File: config.mk
export PLATFORM = sky130hd
export DESIGN_NAME = uart_rx_sequencer
export DESIGN_NICKNAME = d
export VERILOG_FILES = /design/src/rtl/uart_pkg.sv /design/src/rtl/uart_baud_tick.sv /design/src/rtl/uart_rx_sequencer.sv
export SDC_FILE = /design/constraint.sdc
export NUM_CORES = 1
export LEC_CHECK = 0
export ABC_AREA = 1
export BUFFER_PORTS_ARGS = -buffer_cell sky130_fd_sc_hd__buf_4
export CORE_MARGIN = 4
export CORE_UTILIZATION = 46
export CTS_CLUSTER_DIAMETER = 150
export DETAILED_ROUTE_END_ITERATION = 6
export SYNTH_ARGS = -nofsm -noshare
export SYNTH_HDL_FRONTEND = slang
export SYNTH_HIERARCHICAL = 1
export SYNTH_SLANG_ARGS = --single-unit
File: constraint.sdc
create_clock -name clk_i -period 2 [get_ports clk_i]
set_input_delay 0.1 -clock clk_i [delete_from_list [all_inputs] [get_ports clk_i]]
set_output_delay 0.1 -clock clk_i [all_outputs]
set_load 0.005 [all_outputs]
File: src/rtl/uart_pkg.sv
// Shared frame geometry and receiver state encoding for the UART receive path.
package uart_pkg;

    localparam int FRAME_W = 11;
    localparam int DATA_W  = 8;

    // Bit positions inside an assembled frame (wire order, first bit in the MSB)
    localparam int START_IDX  = 10;
    localparam int D0_IDX     = 9;
    localparam int D7_IDX     = 2;
    localparam int PARITY_IDX = 1;
    localparam int STOP_IDX   = 0;

    typedef enum logic [1:0] {
        IDLE  = 2'd0,
        START = 2'd1,
        SHIFT = 2'd2,
        STOP  = 2'd3
    } rx_state_e;

    localparam logic [1:0] ST_IDLE  = IDLE;
    localparam logic [1:0] ST_START = START;
    localparam logic [1:0] ST_SHIFT = SHIFT;
    localparam logic [1:0] ST_STOP  = STOP;

endpackage

File: src/rtl/uart_baud_tick.sv
// Oversample tick generator: a free-running DIV-cycle counter that emits a
// one-cycle tick on wrap. The clear input re-phases the counter so the first
// tick after a start edge lands a fixed number of cycles later.
module uart_baud_tick #(
    parameter int DIV = 325
) (
    input  logic clk_i,
    input  logic rst_i,
    input  logic clear_i,
    output logic os_tick_o
);

    localparam int            CW   = (DIV > 1) ? $clog2(DIV) : 1;
    localparam logic [CW-1:0] LAST = CW'(DIV - 1);

    logic [CW-1:0] cnt_q;
    logic [CW-1:0] cnt_d;

    // Next count: wrap at DIV-1, or restart from zero when re-phased
    always_comb begin
        cnt_d = cnt_q + 1'b1;
        if (clear_i || (cnt_q == LAST)) begin
            cnt_d = '0;
        end
    end

    // Counter register
    always_ff @(posedge clk_i) begin
        if (rst_i) begin
            cnt_q <= '0;
        end else begin
            cnt_q <= cnt_d;
        end
    end

    assign os_tick_o = (cnt_q == LAST);

endmodule

File: src/rtl/uart_rx_sequencer.sv
// UART receive front end: synchronises rx, validates the start bit at mid-bit,
// assembles start/data/parity/stop into an 11-bit frame and hands it to the
// frame detector over a valid/ack handshake with a sticky overrun flag.
module uart_rx_sequencer
    import uart_pkg::*;
#(
    parameter int CLK_HZ     = 50_000_000,
    parameter int BAUD       = 9600,
    parameter int OVERSAMPLE = 16
) (
    input  logic               clk_i,
    input  logic               rst_i,
    input  logic               rx_i,
    input  logic               frame_ack_i,
    output logic [FRAME_W-1:0] data_frame_o,
    output logic               frame_valid_o,
    output logic               busy_o,
    output logic               overrun_o
);

    localparam int            DIV       = CLK_HZ / (BAUD * OVERSAMPLE);
    localparam int            SW        = $clog2(OVERSAMPLE);
    localparam logic [SW-1:0] HALF_LAST = SW'(OVERSAMPLE / 2 - 1);
    localparam logic [SW-1:0] FULL_LAST = SW'(OVERSAMPLE - 1);
    localparam logic [3:0]    LAST_BIT  = 4'(DATA_W);

    logic               rxMeta_q;
    logic               rxS_q;
    logic               rxD_q;

    logic [1:0]         state_q,     state_d;
    logic [SW-1:0]      sampleCnt_q, sampleCnt_d;
    logic [3:0]         bitCnt_q,    bitCnt_d;
    logic [FRAME_W-1:0] shift_q,     shift_d;
    logic               deliver_q,   deliver_d;

    logic [FRAME_W-1:0] dataFrame_q;
    logic               frameValid_q;
    logic               overrun_q;

    logic               osTick;
    logic               tickClear;

    uart_baud_tick #(
        .DIV (DIV)
    ) u_baud_tick (
        .clk_i     (clk_i),
        .rst_i     (rst_i),
        .clear_i   (tickClear),
        .os_tick_o (osTick)
    );

    // Two-flop synchroniser plus a history flop for falling-edge detection; idle high
    always_ff @(posedge clk_i) begin
        if (rst_i) begin
            rxMeta_q <= 1'b1;
            rxS_q    <= 1'b1;
            rxD_q    <= 1'b1;
        end else begin
            rxMeta_q <= rx_i;
            rxS_q    <= rxMeta_q;
            rxD_q    <= rxS_q;
        end
    end

    // Receive sequencer: only a true falling edge starts a frame, so a held-low
    // line (break, or a zero stop bit that stays low) never restarts reception
    always_comb begin
        state_d     = state_q;
        sampleCnt_d = sampleCnt_q;
        bitCnt_d    = bitCnt_q;
        shift_d     = shift_q;
        deliver_d   = 1'b0;
        tickClear   = 1'b0;
        case (state_q)
            ST_IDLE: begin
                if (rxD_q && !rxS_q) begin
                    state_d     = ST_START;
                    sampleCnt_d = '0;
                    tickClear   = 1'b1;
                end
            end
            ST_START: begin
                if (osTick) begin
                    if (sampleCnt_q == HALF_LAST) begin
                        sampleCnt_d = '0;
                        if (!rxS_q) begin
                            state_d  = ST_SHIFT;
                            shift_d  = {shift_q[FRAME_W-2:0], 1'b0};
                            bitCnt_d = '0;
                        end else begin
                            state_d = ST_IDLE;
                        end
                    end else begin
                        sampleCnt_d = sampleCnt_q + 1'b1;
                    end
                end
            end
            ST_SHIFT: begin
                if (osTick) begin
                    if (sampleCnt_q == FULL_LAST) begin
                        sampleCnt_d = '0;
                        shift_d     = {shift_q[FRAME_W-2:0], rxS_q};
                        if (bitCnt_q == LAST_BIT) begin
                            bitCnt_d = '0;
                            state_d  = ST_STOP;
                        end else begin
                            bitCnt_d = bitCnt_q + 4'd1;
                        end
                    end else begin
                        sampleCnt_d = sampleCnt_q + 1'b1;
                    end
                end
            end
            ST_STOP: begin
                if (osTick) begin
                    if (sampleCnt_q == FULL_LAST) begin
                        sampleCnt_d = '0;
                        shift_d     = {shift_q[FRAME_W-2:0], rxS_q};
                        state_d     = ST_IDLE;
                        deliver_d   = 1'b1;
                    end else begin
                        sampleCnt_d = sampleCnt_q + 1'b1;
                    end
                end
            end
            default: begin
                state_d = ST_IDLE;
            end
        endcase
    end

    // Sequencer state, sample/bit counters and the frame shift register
    always_ff @(posedge clk_i) begin
        if (rst_i) begin
            state_q     <= ST_IDLE;
            sampleCnt_q <= '0;
            bitCnt_q    <= '0;
            shift_q     <= '0;
            deliver_q   <= 1'b0;
        end else begin
            state_q     <= state_d;
            sampleCnt_q <= sampleCnt_d;
            bitCnt_q    <= bitCnt_d;
            shift_q     <= shift_d;
            deliver_q   <= deliver_d;
        end
    end

    // Output handshake: a new frame always wins; overrun is raised only when an
    // unacknowledged frame is overwritten, and any accepted ack clears it
    always_ff @(posedge clk_i) begin
        if (rst_i) begin
            dataFrame_q  <= '0;
            frameValid_q <= 1'b0;
            overrun_q    <= 1'b0;
        end else if (deliver_q) begin
            dataFrame_q  <= shift_q;
            frameValid_q <= 1'b1;
            if (frameValid_q && !frame_ack_i) begin
                overrun_q <= 1'b1;
            end else if (frameValid_q) begin
                overrun_q <= 1'b0;
            end
        end else if (frameValid_q && frame_ack_i) begin
            frameValid_q <= 1'b0;
            overrun_q    <= 1'b0;
        end
    end

    assign data_frame_o  = dataFrame_q;
    assign frame_valid_o = frameValid_q;
    assign overrun_o     = overrun_q;
    assign busy_o        = (state_q != ST_IDLE);

endmodule

Word level (Yosys, flattened, before mapping). Index checks and enable logic that the tools add are counted.

Bitwise operators: 2. Equal/unequal tests: 19. Mux-type cells: 37. $add $sub $neg: 3. Reduce and logical (&&, ||, !) cells: 19.

Operator list (number): 2-to-1 mux 11 bit (5); 2-to-1 mux 4 bit (11); case mux 11 bit (2 select lines) (1); 2-to-1 mux 2 bit (9); != test 2 bit, second input constant (9); case mux 4 bit (3 select lines) (1); AND reduction 6 bit (2); adder 9 x 1 -> 9 bit, second input constant (1); == test 9 bit, second input constant (1); adder 4 x 1 -> 4 bit, second input constant (2); == test 4 bit, second input constant (2); 2-to-1 mux 1 bit (8); case mux 2 bit (4 select lines) (1); case mux 4 bit (2 select lines) (1); AND reduction 8 bit (1); nonzero test 2 bit (4); == test 2 bit, second input constant (2); == test 4 x 3 -> 1 bit, second input constant (1); != test 2 x 1 -> 1 bit, second input constant (2); OR reduction 2 bit (2); logical AND 1 bit (3); != test 3 x 1 -> 1 bit, second input constant (1); AND reduction 3 bit (1); OR reduction 3 bit (1); 6 further kinds (8).

Input bits: 4. Flip-flop bits (word level): 47. Logic and storage cells: 92. Output and inout port bits: 14.

Longest topological paths before layout.
Depth after elaboration: 6. Depth in mapped cells: 13. Depth with buffers taken out: 13.

Cells and area by module. Netlist, hierarchy kept.

Modules (own cells, without submodules): uart_rx_sequencer (cells each 209, seq. area each 760.7 sq um, instances 1, area an instance 1602.8 sq um); uart_baud_tick (cells each 68, seq. area each 180.2 sq um, instances 1, area an instance 461.7 sq um).

Worst setup path after synthesis. No wires, ideal clock.

Path type: register to register. Start point: reg u_baud_tick.cnt_q[0]. End point: reg with a tool-made name. Path buffers: 0. Setup slack: 0.451 ns. Stages on the path, launching flop included: 14. Period minus slack after synthesis: 1.549 ns. Data required time: 1.868 ns. Arrival time: 1.417 ns. Path through: dfxtp_1 -> inv_1 -> ha_1 -> nand2_1 -> nor2_1 -> nand2_2 -> inv_1 -> nand2_4 -> nand2_4 -> nand2_1 -> nor2_1 -> nand2_1 -> nand2_1 -> a21oi_1.

RTL lines: start: declaration (RTL line uart_baud_tick.sv:16) `logic [CW-1:0] cnt_q;`; start signal: assignment (RTL line uart_baud_tick.sv:32) `cnt_q <= cnt_d;`.

Final worst setup path.
Start point: reg u_baud_tick.cnt_q[0]. End point: reg shift_q[5].

Cells in the longest elaborated chain, start to end: 3.

Ends and longest elaborated chain: == test 9 bit (*) (RTL line uart_baud_tick.sv:36) `assign os_tick_o = (cnt_q == LAST);`; via osTick (RTL line uart_rx_sequencer.sv:41) `logic osTick;`; != test 2 x 1 -> 1 bit (no source line) or != test 2 bit (tied branches); AND reduction 6 bit (no source line) (*); end signal: assignment (RTL line uart_rx_sequencer.sv:145) `shift_q <= shift_d;`; end: declaration (RTL line uart_rx_sequencer.sv:34) `logic [FRAME_W-1:0] shift_q, shift_d;`.

Mark *: on every way through the listed nets, which the timed path passes. The rest lies on a longest branch. A chain may end at the register's enable or synchronous reset.

==> results.py <==
metrics = {
    "setup_path": {
        "cp.required_ps": 2230,
        "worstSetupStartpoint": "u_baud_tick/cnt_q[0]$_SDFF_PP0_",
        "start_kind": "register",
        "slowest_delay_ps": 400,
        "critical_path_class": "register to register",
        "crit_fanout": 10,
        "reg2reg_from": "u_baud_tick/cnt_q[0]$_SDFF_PP0_",
        "crit_chain": "inv_1 -> ha_1 -> nand2_1 -> nor2_1 -> nand2_2 -> inv_1 -> nand2_4 -> nor3_4 -> nand2_1 -> a21oi_1",
        "critPathTopFamily": "simple AND/OR/NAND/NOR gates",
        "critPathArrivalTime_ps": 1970,
        "critPathSlowestCell": "nor3_4",
        "crit_buf_inv": 2,
        "end_kind": "register",
    },
    "route": {
        "dr_total_vias": 1698,
        "drc": 0,
        "ant_nets": 0,
        "wl_per_cell_um": 11.3,
        "dr.pass1.iters": 4,
        "wl_mm": 3.95,
        "drt_iter0_drc": 90,
        "via_per_inst": 4.87,
    },
    "die": {
        "die_h_um": 75.0,
        "start_util_pct": 47.4,
        "die_w_um": 75.0,
        "die_area_um2": 5620,
        "rows": 24,
        "ios": 18,
        "coreArea_um2": 4350,
    },
    "sta": {
        "period_minus_slack_ps": 1750,
        "fmax_mhz": 572,
        "fin_ws_ps": 253,
        "final.period_utilization_pct": 87.4,
        "fin_skew_ps": 11.0,
        "max_slew_margin_pct": 67.3,
        "setup_tns_ps": 0,
        "rsz0062_at_grt": "false",
        "setup_viol": 0,
        "finalHoldViolCount": 0,
        "slew_violations": 0,
        "worst_pin_slew_ps": 491,
    },
    "finish": {
        "syn_to_final_growth_pct": 13.8,
        "nets": 306,
        "multi_input_area_um2": 981,
        "fin_area_um2": 2350,
        "drive_gt1_share_pct": 15.5,
        "antenna_cells": 0,
        "fillerInstances": 424,
        "register_area_um2": 941,
        "fin_util_pct": 54.0,
    },
    "clock_tree": {
        "ctsResizeCount": 0,
        "cts_root_buf": "clkbuf_8",
        "htree_levels": 2,
        "numCtsBuffers": 5,
        "clk_latency_ps": 300,
        "path_clk_slew_ps": 90,
        "clock_sinks": 47,
        "clk_path_buf_depth": 2,
        "cts_tree": "built",
    },
    "global_routing": {
        "grt_pass1_vias": 1472,
        "overflow": 0,
        "grt_use_total_pct": 15.5,
        "grt_pass1_wl_mm": 6.66,
        "antenna_found_initial": 0,
        "grt_max_degree": 24,
    },
    "yosys": {
        "async_flop_share_pct": 0,
        "synth_warnings": 6,
        "ys.flop_type": "dfxtp_1",
        "synth_edf_count": 0,
        "syn_avg_cell_area_um2": 7.45,
        "synth_seq_cells": 47,
        "netlist_instances": 277,
        "synth_top_area_share_pct": 45.6,
        "synth_area_leaders": "dfxtp_1, nand2_1, nor2_1, a21oi_1, inv_1",
        "synth_cell_type_count": 29,
        "synth_area_leader_cell": "dfxtp_1",
        "syn_nets": 286,
        "syn_area_um2": 2060,
        "yosysSeqAreaShare_pct": 45.6,
    },
    "pwr": {
        "power_mw": 1.70,
        "p_per_area_nw_per_um2": 721,
        "peakVddDrop_v": 0.000465,
        "leakagePower_nw": 0.956,
    },
    "placed_design": {
        "dp_slack_ps": 269,
        "place_congestion": 0.837,
        "portBuffers": 17,
        "placed_area_um2": 2230,
        "dp_hpwl_mm": 2.80,
    },
    "hold_path": {
        "min-delay-path-class": "primary input to register",
        "min-delay-start": "rst_i",
    },
    "job": {
        "cap_viol_max_count": 0,
    },
    "status": {
        "status": "finished clean",
    },
}
## through the flow
step,std cells,hold WS (ps)
global placement,340,294
CTS,349,142
finish,349,145
floorplan,277,200
detailed placement,340,290
global route,349,154
## final timing paths
check	depth (start not counted)	end	slack, ps
setup / recovery	10	shift_q[5]$_SDFFE_PP0P_	250
hold / removal	2	shift_q[10]$_SDFFE_PP0P_	140
hold reg to reg	1	rxS_q$_SDFF_PP1_	420
setup reg to reg	10	shift_q[5]$_SDFFE_PP0P_	250
## layout by cell type, fill, tap and decap left out
cell,count
xnor2_1,1
nor3_4,2
a21oi_2,2
o211ai_1,1
o21ai_1,1
o21bai_1,1
dfxtp_1,47
buf_4,18
nand4_1,1
a211oi_1,2
inv_1,25
o31ai_1,1
dlygate4sd3_1,2
clkbuf_1,1
nand3_1,14
nor2_1,40
nand2_1,66
bufinv_16,1
clkbuf_8,5
nor2_4,1
inv_2,3
and3_1,1
a21oi_1,27
ha_1,5
nand2_2,3
nor2_2,3
o21ai_0,13
nand3b_1,1
or2_2,3
nand2_4,5
nor3_1,1
## logic make-up (layout without fill, tap and decap cells)
group	count (synthesis)	count (layout)	share of synthesized area, %
fa+ha+maj	5	5	3.03
xor+xnor	1	1	0.424
simple gates	141	141	31.5
buf+inv	35	55	6.91
compound gates	48	48	12.6
flops	47	47	45.6
## Yosys cell counts, types with 5 or more instances
library cell   n
nor2_1        40
nand2_1       66
a21oi_1       27
ha_1           5
clkbuf_1       5
o21ai_0       13
nand2_4        5
nand3_1       14
dfxtp_1       47
inv_1         25
## power breakdown
group / switching (mW) / internal, mW
sequential: 0.00816 / 0.944
clock: 0.303 / 0.367
combinational: 0.0470 / 0.0269
total: 0.358 / 1.34
## sequential cells by signal, summed over array words and instances (netlist names), named ones only
| signal | flops |
|---|---|
| u_baud_tick/cnt_q | 9 |
| rxMeta_q | 1 |
| frame_valid_o | 1 |
| rxS_q | 1 |
| bitCnt_q | 4 |
| overrun_o | 1 |
| data_frame_o | 11 |
| state_q | 1 |
| shift_q | 11 |
| deliver_q | 1 |
| sampleCnt_q | 4 |
| rxD_q | 1 |
## cell type report
| cell class | count | area share [%] |
|---|---|---|
| Multi-Input combinational cell | 195 | 41.7 |
| Sequential cell | 47 | 40.0 |
| Timing Repair Buffer | 20 | 6.60 |
| Inverter | 28 | 4.47 |
| Clock buffer | 6 | 3.09 |
| Tap cell | 52 | 2.77 |
| Clock inverter | 1 | 1.28 |
## metal layers
layer	global-route usage, %	vias to the layer above	wire length, um
met3	4.01	7	146
met1	22.6	740	2040
met2	21.5	29	1700
met4	6.32	0	56
li1	-	922	-
met5	0	-	0
## what timing repair did
| action | CTS | global route |
|---|---|---|
| setup endpoints to repair | 0 | 0 |
| buffers inserted | 0 | 0 |
| hold buffers | 2 | 0 |
| endpoints found under the hold margin | 2 | 0 |
No activity file was read; power rests on OpenSTA's default activity.
